### config.mk
export PLATFORM = sky130hd
export DESIGN_NAME = servo_group_commander_flat
export DESIGN_NICKNAME = d
export VERILOG_FILES = /design/src/rtl/servo_pkg.sv /design/src/rtl/servo_group_commander_if.sv /design/src/rtl/bin_to_bcd4.sv /design/src/rtl/servo_group_commander.sv /design/src/flat_wrapper.sv
export SDC_FILE = /design/constraint.sdc
export NUM_CORES = 1
export LEC_CHECK = 0
export CORE_MARGIN = 2
export CORE_UTILIZATION = 37
export DETAILED_ROUTE_END_ITERATION = 8
export GPL_TIMING_DRIVEN = 0
export PLACE_DENSITY = 0.55
export SYNTH_ARGS = -nofsm -noshare
export SYNTH_HDL_FRONTEND = slang
export SYNTH_SLANG_ARGS = --single-unit
### constraint.sdc
create_clock -name clk -period 4.5 [get_ports clk]
set_clock_uncertainty 0.1 [all_clocks]
set_input_delay 0.45 -clock clk [delete_from_list [all_inputs] [get_ports clk]]
set_output_delay 0.45 -clock clk [all_outputs]
set_load 0.02 [all_outputs]
### src/rtl/servo_pkg.sv
// Shared ASCII constants, move-time limit and FSM state encoding for the
// servo group-move frame builder.
package servo_pkg;

    localparam logic [7:0] CH_HASH = 8'h23;
    localparam logic [7:0] CH_P    = 8'h50;
    localparam logic [7:0] CH_T    = 8'h54;
    localparam logic [7:0] CH_BANG = 8'h21;
    localparam logic [7:0] CH_ZERO = 8'h30;

    localparam int unsigned TIME_MAX = 9999;

    typedef enum logic [2:0] {
        IDLE,
        SCAN,
        CONV_P,
        HDR,
        DIG,
        CONV_T,
        TRL,
        DONE
    } state_t;

    // Only ever called with elaboration-time constants, so the divides fold away.
    function automatic logic [23:0] id_ascii(input int unsigned id);
        return {8'(CH_ZERO + (id / 100) % 10),
                8'(CH_ZERO + (id / 10) % 10),
                8'(CH_ZERO + id % 10)};
    endfunction

    function automatic logic [7:0] bcd_ascii(input logic [3:0] d);
        return CH_ZERO + {4'd0, d};
    endfunction

endpackage

### src/rtl/servo_group_commander_if.sv
// Byte stream from the frame builder to the UART transmitter.
interface servo_group_commander_if;

    logic [7:0] tx_data;
    logic       tx_valid;
    logic       tx_ready;

    modport master (output tx_data, output tx_valid, input tx_ready);
    modport slave  (input tx_data, input tx_valid, output tx_ready);

endinterface

### src/rtl/bin_to_bcd4.sv
// Iterative 14-bit binary to 4-digit BCD converter (shift-add-3); done pulses
// 15 cycles after start.
module bin_to_bcd4 (
    input  logic        clk,
    input  logic        rst,
    input  logic        start,
    input  logic [13:0] bin,
    output logic [15:0] bcd,
    output logic        done
);

    logic [13:0] sh_q, sh_d;
    logic [15:0] bcd_q, bcd_d;
    logic [15:0] adj;
    logic [3:0]  cnt_q, cnt_d;
    logic        done_q, done_d;

    always_comb begin
        adj = bcd_q;
        for (int i = 0; i < 4; i++) begin
            if (bcd_q[4*i +: 4] >= 4'd5) adj[4*i +: 4] = bcd_q[4*i +: 4] + 4'd3;
        end
        sh_d   = sh_q;
        bcd_d  = bcd_q;
        cnt_d  = cnt_q;
        done_d = 1'b0;
        if (start) begin
            sh_d  = bin;
            bcd_d = '0;
            cnt_d = 4'd14;
        end else if (cnt_q != 4'd0) begin
            {bcd_d, sh_d} = {adj, sh_q} << 1;
            cnt_d  = cnt_q - 4'd1;
            done_d = (cnt_q == 4'd1);
        end
    end

    always_ff @(posedge clk or posedge rst) begin
        if (rst) begin
            sh_q   <= '0;
            bcd_q  <= '0;
            cnt_q  <= '0;
            done_q <= 1'b0;
        end else begin
            sh_q   <= sh_d;
            bcd_q  <= bcd_d;
            cnt_q  <= cnt_d;
            done_q <= done_d;
        end
    end

    assign bcd  = bcd_q;
    assign done = done_q;

endmodule

### src/rtl/servo_group_commander.sv
// Builds "#iiiPpppp...Tmmmm!" group-move frames and streams them byte by byte.
//   state  | meaning
//   IDLE   | wait for go rising edge, snapshot inputs
//   SCAN   | pick lowest pending channel, clamp pulse, start conversion
//   CONV_P | wait for pulse BCD
//   HDR    | send '#', 3 ID digits, 'P'
//   DIG    | send 4 pulse digits
//   CONV_T | wait for move-time BCD
//   TRL    | send 'T', 4 time digits, '!'
//   DONE   | one-cycle done pulse
module servo_group_commander
    import servo_pkg::*;
#(
    parameter int NUM_SERVOS = 4,
    parameter int ID_BASE    = 1,
    parameter int PW_W       = 12,
    parameter int PW_MIN     = 500,
    parameter int PW_MAX     = 2500,
    parameter int TIME_W     = 14
) (
    input  logic                       clk,
    input  logic                       rst,
    input  logic                       go,
    input  logic [NUM_SERVOS-1:0]      ch_enable,
    input  logic [NUM_SERVOS*PW_W-1:0] pulse_us,
    input  logic [TIME_W-1:0]          move_ms,
    servo_group_commander_if.master    tx,
    output logic                       busy,
    output logic                       done,
    output logic                       clamp_flag,
    output logic                       empty_err
);

    localparam int IDX_W = (NUM_SERVOS > 1) ? $clog2(NUM_SERVOS) : 1;

    state_t                     state_q, state_d;
    logic                       go_q;
    logic [NUM_SERVOS-1:0]      rem_q, rem_d;
    logic [NUM_SERVOS*PW_W-1:0] pw_q, pw_d;
    logic [TIME_W-1:0]          ms_q, ms_d;
    logic [IDX_W-1:0]           idx_q, idx_d, low_idx;
    logic [3:0]                 cnt_q, cnt_d;
    logic [7:0]                 data_q, data_d;
    logic valid_q, valid_d, busy_q, busy_d, done_q, done_d;
    logic clamp_q, clamp_d, empty_q, empty_d;

    logic [PW_W-1:0] pw_sel;
    logic [13:0]     pw_clamped, ms_clamped, conv_bin;
    logic            pw_clip, ms_clip, conv_start, bcd_done, xfer;
    logic [15:0]     bcd;
    logic [23:0]     id_lut [NUM_SERVOS];

    for (genvar g = 0; g < NUM_SERVOS; g++) begin : g_id
        assign id_lut[g] = id_ascii(ID_BASE + g);
    end

    function automatic logic [7:0] ch_byte(input logic [3:0] k, input logic [23:0] id,
                                           input logic [15:0] d);
        case (k)
            4'd0:    ch_byte = CH_HASH;
            4'd1:    ch_byte = id[23:16];
            4'd2:    ch_byte = id[15:8];
            4'd3:    ch_byte = id[7:0];
            4'd4:    ch_byte = CH_P;
            4'd5:    ch_byte = bcd_ascii(d[15:12]);
            4'd6:    ch_byte = bcd_ascii(d[11:8]);
            4'd7:    ch_byte = bcd_ascii(d[7:4]);
            default: ch_byte = bcd_ascii(d[3:0]);
        endcase
    endfunction

    function automatic logic [7:0] trl_byte(input logic [3:0] k, input logic [15:0] d);
        case (k)
            4'd0:    trl_byte = CH_T;
            4'd1:    trl_byte = bcd_ascii(d[15:12]);
            4'd2:    trl_byte = bcd_ascii(d[11:8]);
            4'd3:    trl_byte = bcd_ascii(d[7:4]);
            4'd4:    trl_byte = bcd_ascii(d[3:0]);
            default: trl_byte = CH_BANG;
        endcase
    endfunction

    always_comb begin
        low_idx = '0;
        for (int i = NUM_SERVOS - 1; i >= 0; i--) begin
            if (rem_q[i]) low_idx = IDX_W'(i);
        end
    end

    assign pw_sel = pw_q[low_idx*PW_W +: PW_W];

    always_comb begin
        pw_clip = 1'b1;
        if (32'(pw_sel) < PW_MIN)      pw_clamped = 14'(PW_MIN);
        else if (32'(pw_sel) > PW_MAX) pw_clamped = 14'(PW_MAX);
        else begin
            pw_clamped = 14'(pw_sel);
            pw_clip    = 1'b0;
        end
        ms_clip    = 32'(ms_q) > TIME_MAX;
        ms_clamped = ms_clip ? 14'(TIME_MAX) : 14'(ms_q);
    end

    assign xfer = valid_q & tx.tx_ready;

    always_comb begin
        state_d    = state_q;
        rem_d      = rem_q;
        pw_d       = pw_q;
        ms_d       = ms_q;
        idx_d      = idx_q;
        cnt_d      = cnt_q;
        data_d     = data_q;
        valid_d    = valid_q;
        busy_d     = busy_q;
        done_d     = 1'b0;
        clamp_d    = clamp_q;
        empty_d    = empty_q;
        conv_start = 1'b0;
        conv_bin   = pw_clamped;
        unique case (state_q)
            IDLE: if (go && !go_q) begin
                rem_d   = ch_enable;
                pw_d    = pulse_us;
                ms_d    = move_ms;
                clamp_d = 1'b0;
                empty_d = 1'b0;
                if (ch_enable == '0) begin
                    done_d  = 1'b1;
                    empty_d = 1'b1;
                end else begin
                    busy_d  = 1'b1;
                    state_d = SCAN;
                end
            end
            SCAN: begin
                idx_d      = low_idx;
                rem_d      = rem_q & ~(NUM_SERVOS'(1) << low_idx);
                conv_start = 1'b1;
                clamp_d    = clamp_q | pw_clip;
                state_d    = CONV_P;
            end
            CONV_P: if (bcd_done) begin
                valid_d = 1'b1;
                cnt_d   = 4'd0;
                data_d  = CH_HASH;
                state_d = HDR;
            end
            HDR: if (xfer) begin
                cnt_d  = cnt_q + 4'd1;
                data_d = ch_byte(cnt_q + 4'd1, id_lut[idx_q], bcd);
                if (cnt_q == 4'd4) state_d = DIG;
            end
            DIG: if (xfer) begin
                if (cnt_q == 4'd8) begin
                    valid_d = 1'b0;
                    if (|rem_q) state_d = SCAN;
                    else begin
                        state_d    = CONV_T;
                        conv_start = 1'b1;
                        conv_bin   = ms_clamped;
                        clamp_d    = clamp_q | ms_clip;
                    end
                end else begin
                    cnt_d  = cnt_q + 4'd1;
                    data_d = ch_byte(cnt_q + 4'd1, id_lut[idx_q], bcd);
                end
            end
            CONV_T: if (bcd_done) begin
                valid_d = 1'b1;
                cnt_d   = 4'd0;
                data_d  = CH_T;
                state_d = TRL;
            end
            TRL: if (xfer) begin
                if (cnt_q == 4'd5) begin
                    valid_d = 1'b0;
                    busy_d  = 1'b0;
                    done_d  = 1'b1;
                    state_d = DONE;
                end else begin
                    cnt_d  = cnt_q + 4'd1;
                    data_d = trl_byte(cnt_q + 4'd1, bcd);
                end
            end
            DONE:    state_d = IDLE;
            default: state_d = IDLE;
        endcase
    end

    always_ff @(posedge clk or posedge rst) begin
        if (rst) begin
            state_q <= IDLE;
            go_q    <= 1'b0;
            rem_q   <= '0;
            pw_q    <= '0;
            ms_q    <= '0;
            idx_q   <= '0;
            cnt_q   <= '0;
            data_q  <= '0;
            valid_q <= 1'b0;
            busy_q  <= 1'b0;
            done_q  <= 1'b0;
            clamp_q <= 1'b0;
            empty_q <= 1'b0;
        end else begin
            state_q <= state_d;
            go_q    <= go;
            rem_q   <= rem_d;
            pw_q    <= pw_d;
            ms_q    <= ms_d;
            idx_q   <= idx_d;
            cnt_q   <= cnt_d;
            data_q  <= data_d;
            valid_q <= valid_d;
            busy_q  <= busy_d;
            done_q  <= done_d;
            clamp_q <= clamp_d;
            empty_q <= empty_d;
        end
    end

    bin_to_bcd4 u_bcd (
        .clk   (clk),
        .rst   (rst),
        .start (conv_start),
        .bin   (conv_bin),
        .bcd   (bcd),
        .done  (bcd_done)
    );

    assign tx.tx_data  = data_q;
    assign tx.tx_valid = valid_q;
    assign busy        = busy_q;
    assign done        = done_q;
    assign clamp_flag  = clamp_q;
    assign empty_err   = empty_q;

endmodule

### src/flat_wrapper.sv
// flat-port wrapper written by rule: the top's interface ports become plain ports
module servo_group_commander_flat import servo_pkg::*;
#(
    parameter int NUM_SERVOS = 4,
    parameter int ID_BASE    = 1,
    parameter int PW_W       = 12,
    parameter int PW_MIN     = 500,
    parameter int PW_MAX     = 2500,
    parameter int TIME_W     = 14
)
  (clk, rst, go, ch_enable, pulse_us, move_ms, busy, done, clamp_flag, empty_err, tx_tx_data, tx_tx_valid, tx_tx_ready);
  servo_group_commander_if tx_i ();
  input  logic clk;
  input  logic rst;
  input  logic go;
  input  logic [NUM_SERVOS-1:0] ch_enable;
  input  logic [NUM_SERVOS*PW_W-1:0] pulse_us;
  input  logic [TIME_W-1:0] move_ms;
  output logic busy;
  output logic done;
  output logic clamp_flag;
  output logic empty_err;
  output wire logic [$bits(tx_i.tx_data)-1:0] tx_tx_data;
  output wire logic [$bits(tx_i.tx_valid)-1:0] tx_tx_valid;
  input wire logic [$bits(tx_i.tx_ready)-1:0] tx_tx_ready;
  assign tx_tx_data = tx_i.tx_data;
  assign tx_tx_valid = tx_i.tx_valid;
  assign tx_i.tx_ready = tx_tx_ready;
  servo_group_commander #(.NUM_SERVOS(NUM_SERVOS), .ID_BASE(ID_BASE), .PW_W(PW_W), .PW_MIN(PW_MIN), .PW_MAX(PW_MAX), .TIME_W(TIME_W)) u_core (.clk(clk), .rst(rst), .go(go), .ch_enable(ch_enable), .pulse_us(pulse_us), .move_ms(move_ms), .tx(tx_i), .busy(busy), .done(done), .clamp_flag(clamp_flag), .empty_err(empty_err));
endmodule
==> summary.md <==
| Metric | Value |
|---|---|
| Final std cells w/o fill | `1,163` |
| RSZ-0062 raised after global routing | `no` |
| CTS tree | `done` |
| CTS root buf | `clkbuf_16` |
| Post-synth EDFFs | `0` |
| Async set-reset flop share out of synthesis | `1.000` |
| Initial Utilization | `0.3806` |
| Global route overflow | `0` |
| Worst r2r src | `u_core.rem_q[0]` |
| Internal cell power | `0.002101 W` |
| Initial antenna violation count | `0` |
| Detail Route Antenna Nets | `0` |
| Clk sinks | `123` |
| CP Data Required Time | `4.69 ns` |
| Dpl cell area | `8014 µm²` |
| Max-slew violations | `0` |
| Antenna fix cells | `0` |
| Setup crit end | `u_core.u_bcd.sh_q[6]` |
| Area contributors post-synth | `dfrtp_1, nand2_1, ha_1, o21ai_0, a21oi_1` |
| Post-synth net total | `915` |
| R2R setup slack | `1.18 ns` |
| Highest Signal Layer | `met4` |
| Status | `finished clean` |
| IO Port Bufs | `81` |
| CTS H-Tree Depth | `4` |
| Crit Path Class | `reg -> reg` |
| Worst setup path start | `u_core.rem_q[0]` |
| Synth Register Bits | `~120` |
| Post-synthesis instance area | `6884 µm²` |
| P&R area growth vs syn | `25.30%` |
| Worst-path cell chain | `clkbuf_1 > nor2_1 > nand2_1 > nor4_1 > or2_2 > clkbuf_1 > buf_1 > o22ai_1` |
| Crit-path max FO | `10` |
| Final setup fails | `0` |
| RR Endpoint | `u_core.u_bcd.sh_q[6]` |
| Number of global-route vias before repair | `about 6,000` |
| Die area | `slightly below 20,000 µm²` |
| Count leader, synth | `nand2_1` |
| Nets | `1,016` |
| Area leader, netlist | `dfrtp_1` |
| Met1 Routed Length | `9053 µm` |
| Worst-path clk slew | `0.06 ns` |
| Data arrival, critical path | `3.51 ns` |
| Clock Tree Buf Depth | `2` |
| WL per Instance | `approximately 16 µm` |
| Num rows | `49` |
| Dpl cells | `1,133` |
| Fmax | `~300 MHz` |
| Synth cell types | `71` |
| Critical Path Stages | `8` |
| Syn Inst Count | `about 800` |
| Largest net degree at the start of global routing | `69` |
| 1st-pass router iterations | `7` |
| Metal2 WL | `8791 µm` |
| Post-synth top area share | `0.4471` |
| Endpoint type of the worst setup path | `flop` |
| Chip width | `140.4 µm` |
| Switching Share | `0.1997` |
| Register area share after synthesis | `0.4471` |
| Vias after detailed routing | `6,110` |
| Dpl hpwl | `approximately 14,000 µm` |
| Leakage | `roughly 3.9 nW` |
| Finished Core Util | `0.4769` |
| Startpoint Class | `flop` |
| Syn_area_per_cell | `8.375 µm²` |
| Final hold vios | `0` |
| Core area | `~18,000 µm²` |
| CP delay by family, top | `simple AND/OR/NAND/NOR gates` |
| Setup slack after layout | `1.182 ns` |
| Setup Fix Bufs, Post-CTS | `0` |
| Cells on worst reg2reg path | `8` |
| Fraction of layout cells with a size suffix above 1 | `0.05996` |
| Gr usage total | `0.2010` |
| Filler cells | `1,805` |
| Power Density | `304.3 nW/µm²` |
| CP bufs+invs | `3` |
| Hold Path Class | `reg -> reg` |
| WHS | `0.3761 ns` |
| Final wirelength | `roughly 19,000 µm` |
| Iter 0 DRT Violations | `378` |
| # IOs | `83` |
| Sw power | `0.0005243 W` |
| Metal3 WL | `759 µm` |
| CP max stage delay | `0.51 ns` |
| Sequential share of power | `0.422` |
| # DRC | `0` |
| Slowest-stage cell, CP | `nor2_1` |
| Worst slack at placement | `approximately 1.2 ns` |
| CTS Hold Bufs | `0` |
| Dominant synthesized flop cell | `dfrtp_1` |
| Cts repair resizes | `0` |
| Tcrit/Tclk final | `0.7374` |
| First-pass GRT wire length | `about 31,000 µm` |
| DR vias/cell | `5.254` |
| Clk pwr share | `0.544` |
| CTS Buf Count | `17` |
| Synth warn | `0` |
| Synth cell count leaders | `nand2_1, dfrtp_1, o21ai_0` |
| Final non-filler cell area | `8626 µm²` |
| Max_cap viols | `0` |
| CP most frequent cell | `clkbuf_1` |
| Peak supply drop | `256.2 µV` |
| Worst-Margin Slew | `0.9535 ns` |
| Tmin final | `3.318 ns` |
| Gate power share | `0.034` |
| Clock Latency Late Sink | `0.42 ns` |
| Die Y | `140.4 µm` |
| Normalized max-slew margin | `0.3589` |
| Final GP Congestion | `~0.84` |
## final cells by class
class | count | area, µm² | share of cell area
timing repair buffer | 82 | 838.3 | 0.09719
clock inverter | 6 | 110.1 | 0.01276
multi-input combinational | 624 | 3506 | 0.4064
sequential | 123 | 3078 | 0.3568
inverter | 29 | 113.9 | 0.01320
buffer | 46 | 191.4 | 0.02219
clock buffer | 24 | 501.7 | 0.05817
tap | 229 | 286.5 | 0.03322
## cell usage in the layout (no fill, tap or decap), types with 7 or more instances in the layout
cell type and instances:
dfrtp_1 123, nor2b_1 12, nand2_1 254, a31oi_1 7, inv_1 28, o31ai_1 7, nor3_1 9, ha_1 23
o22ai_1 11, clkbuf_16 17, clkdlybuf4s50_1 81, clkbuf_1 37, a211oi_1 9, nor2_1 41, nand2b_1 14, nand3_1 17
a22oi_1 10, a21oi_1 43, o21ai_0 51
## worst min-delay path: stages (launching register included)
cell     delay [ns]
dfrtp_1        0.33
nand2_1        0.05
nand2_1        0.06
## flip-flops by register name (all words and copies together) (netlist names), 2 cells and up
register            cells
u_core.pw_q            48
u_core.u_bcd.bcd       16
u_core.ms_q            14
u_core.u_bcd.sh_q      14
u_core.tx.tx_data       7
u_core.cnt_q            4
u_core.rem_q            4
u_core.u_bcd.cnt_q      4
u_core.state_q          3
u_core.idx_q            2
## metal layers
metal,vias up,track usage
li1,3037,-
met1,2906,0.2779
met2,145,0.3179
met3,22,0.03932
met4,0,0.06645
met5,-,0
## cell families (layout without fill, tap and decap cells)
group                      after synthesis  after routing  share of synthesized area
xor gates and xnor gates                 7              7                   0.008906
adders and majority gates               23             23                    0.04180
and+or+nand+nor                        387            387                     0.2472
AOI/OAI and AO/OA                      199            199                     0.1983
other                                    1              1                  0.0005447
buffers and inverters                   75            187                    0.04362
DFF                                    123            123                     0.4471
muxes                                    7              7                    0.01254
## power by group through the flow
stage	combinational, W	clock, W	sequential (W)
4_1_cts	0.0000918	0.00145	0.00111
5_1_grt	0.0000987	0.00150	0.00111
3_5_place_dp	0.0000915	0	0.00113
2_1_floorplan	0.0000195	0	0.00113
3_3_place_gp	0.0000880	0	0.00113
6_report	0.0000895	0.00143	0.00111
## worst min path at each step
stage	from	endpoint	cells past startpoint
global route	u_core.pw_q[30]	u_core.pw_q[30]	2
CTS	u_core.pw_q[35]	u_core.pw_q[35]	2
finish	u_core.pw_q[14]	u_core.pw_q[14]	2
detailed placement	u_core.pw_q[35]	u_core.pw_q[35]	2
floorplan	u_core.pw_q[14]	u_core.pw_q[14]	2
global placement	u_core.pw_q[14]	u_core.pw_q[14]	2
## stage by stage
stage               setup TNS, ns  total power (W)
global placement          -158.24         0.001215
floorplan                       0         0.001147
detailed placement              0         0.001218
CTS                             0         0.002646
finish                          0         0.002625
global route                    0         0.002701
Note: power is estimated with default switching activity, not from simulation.
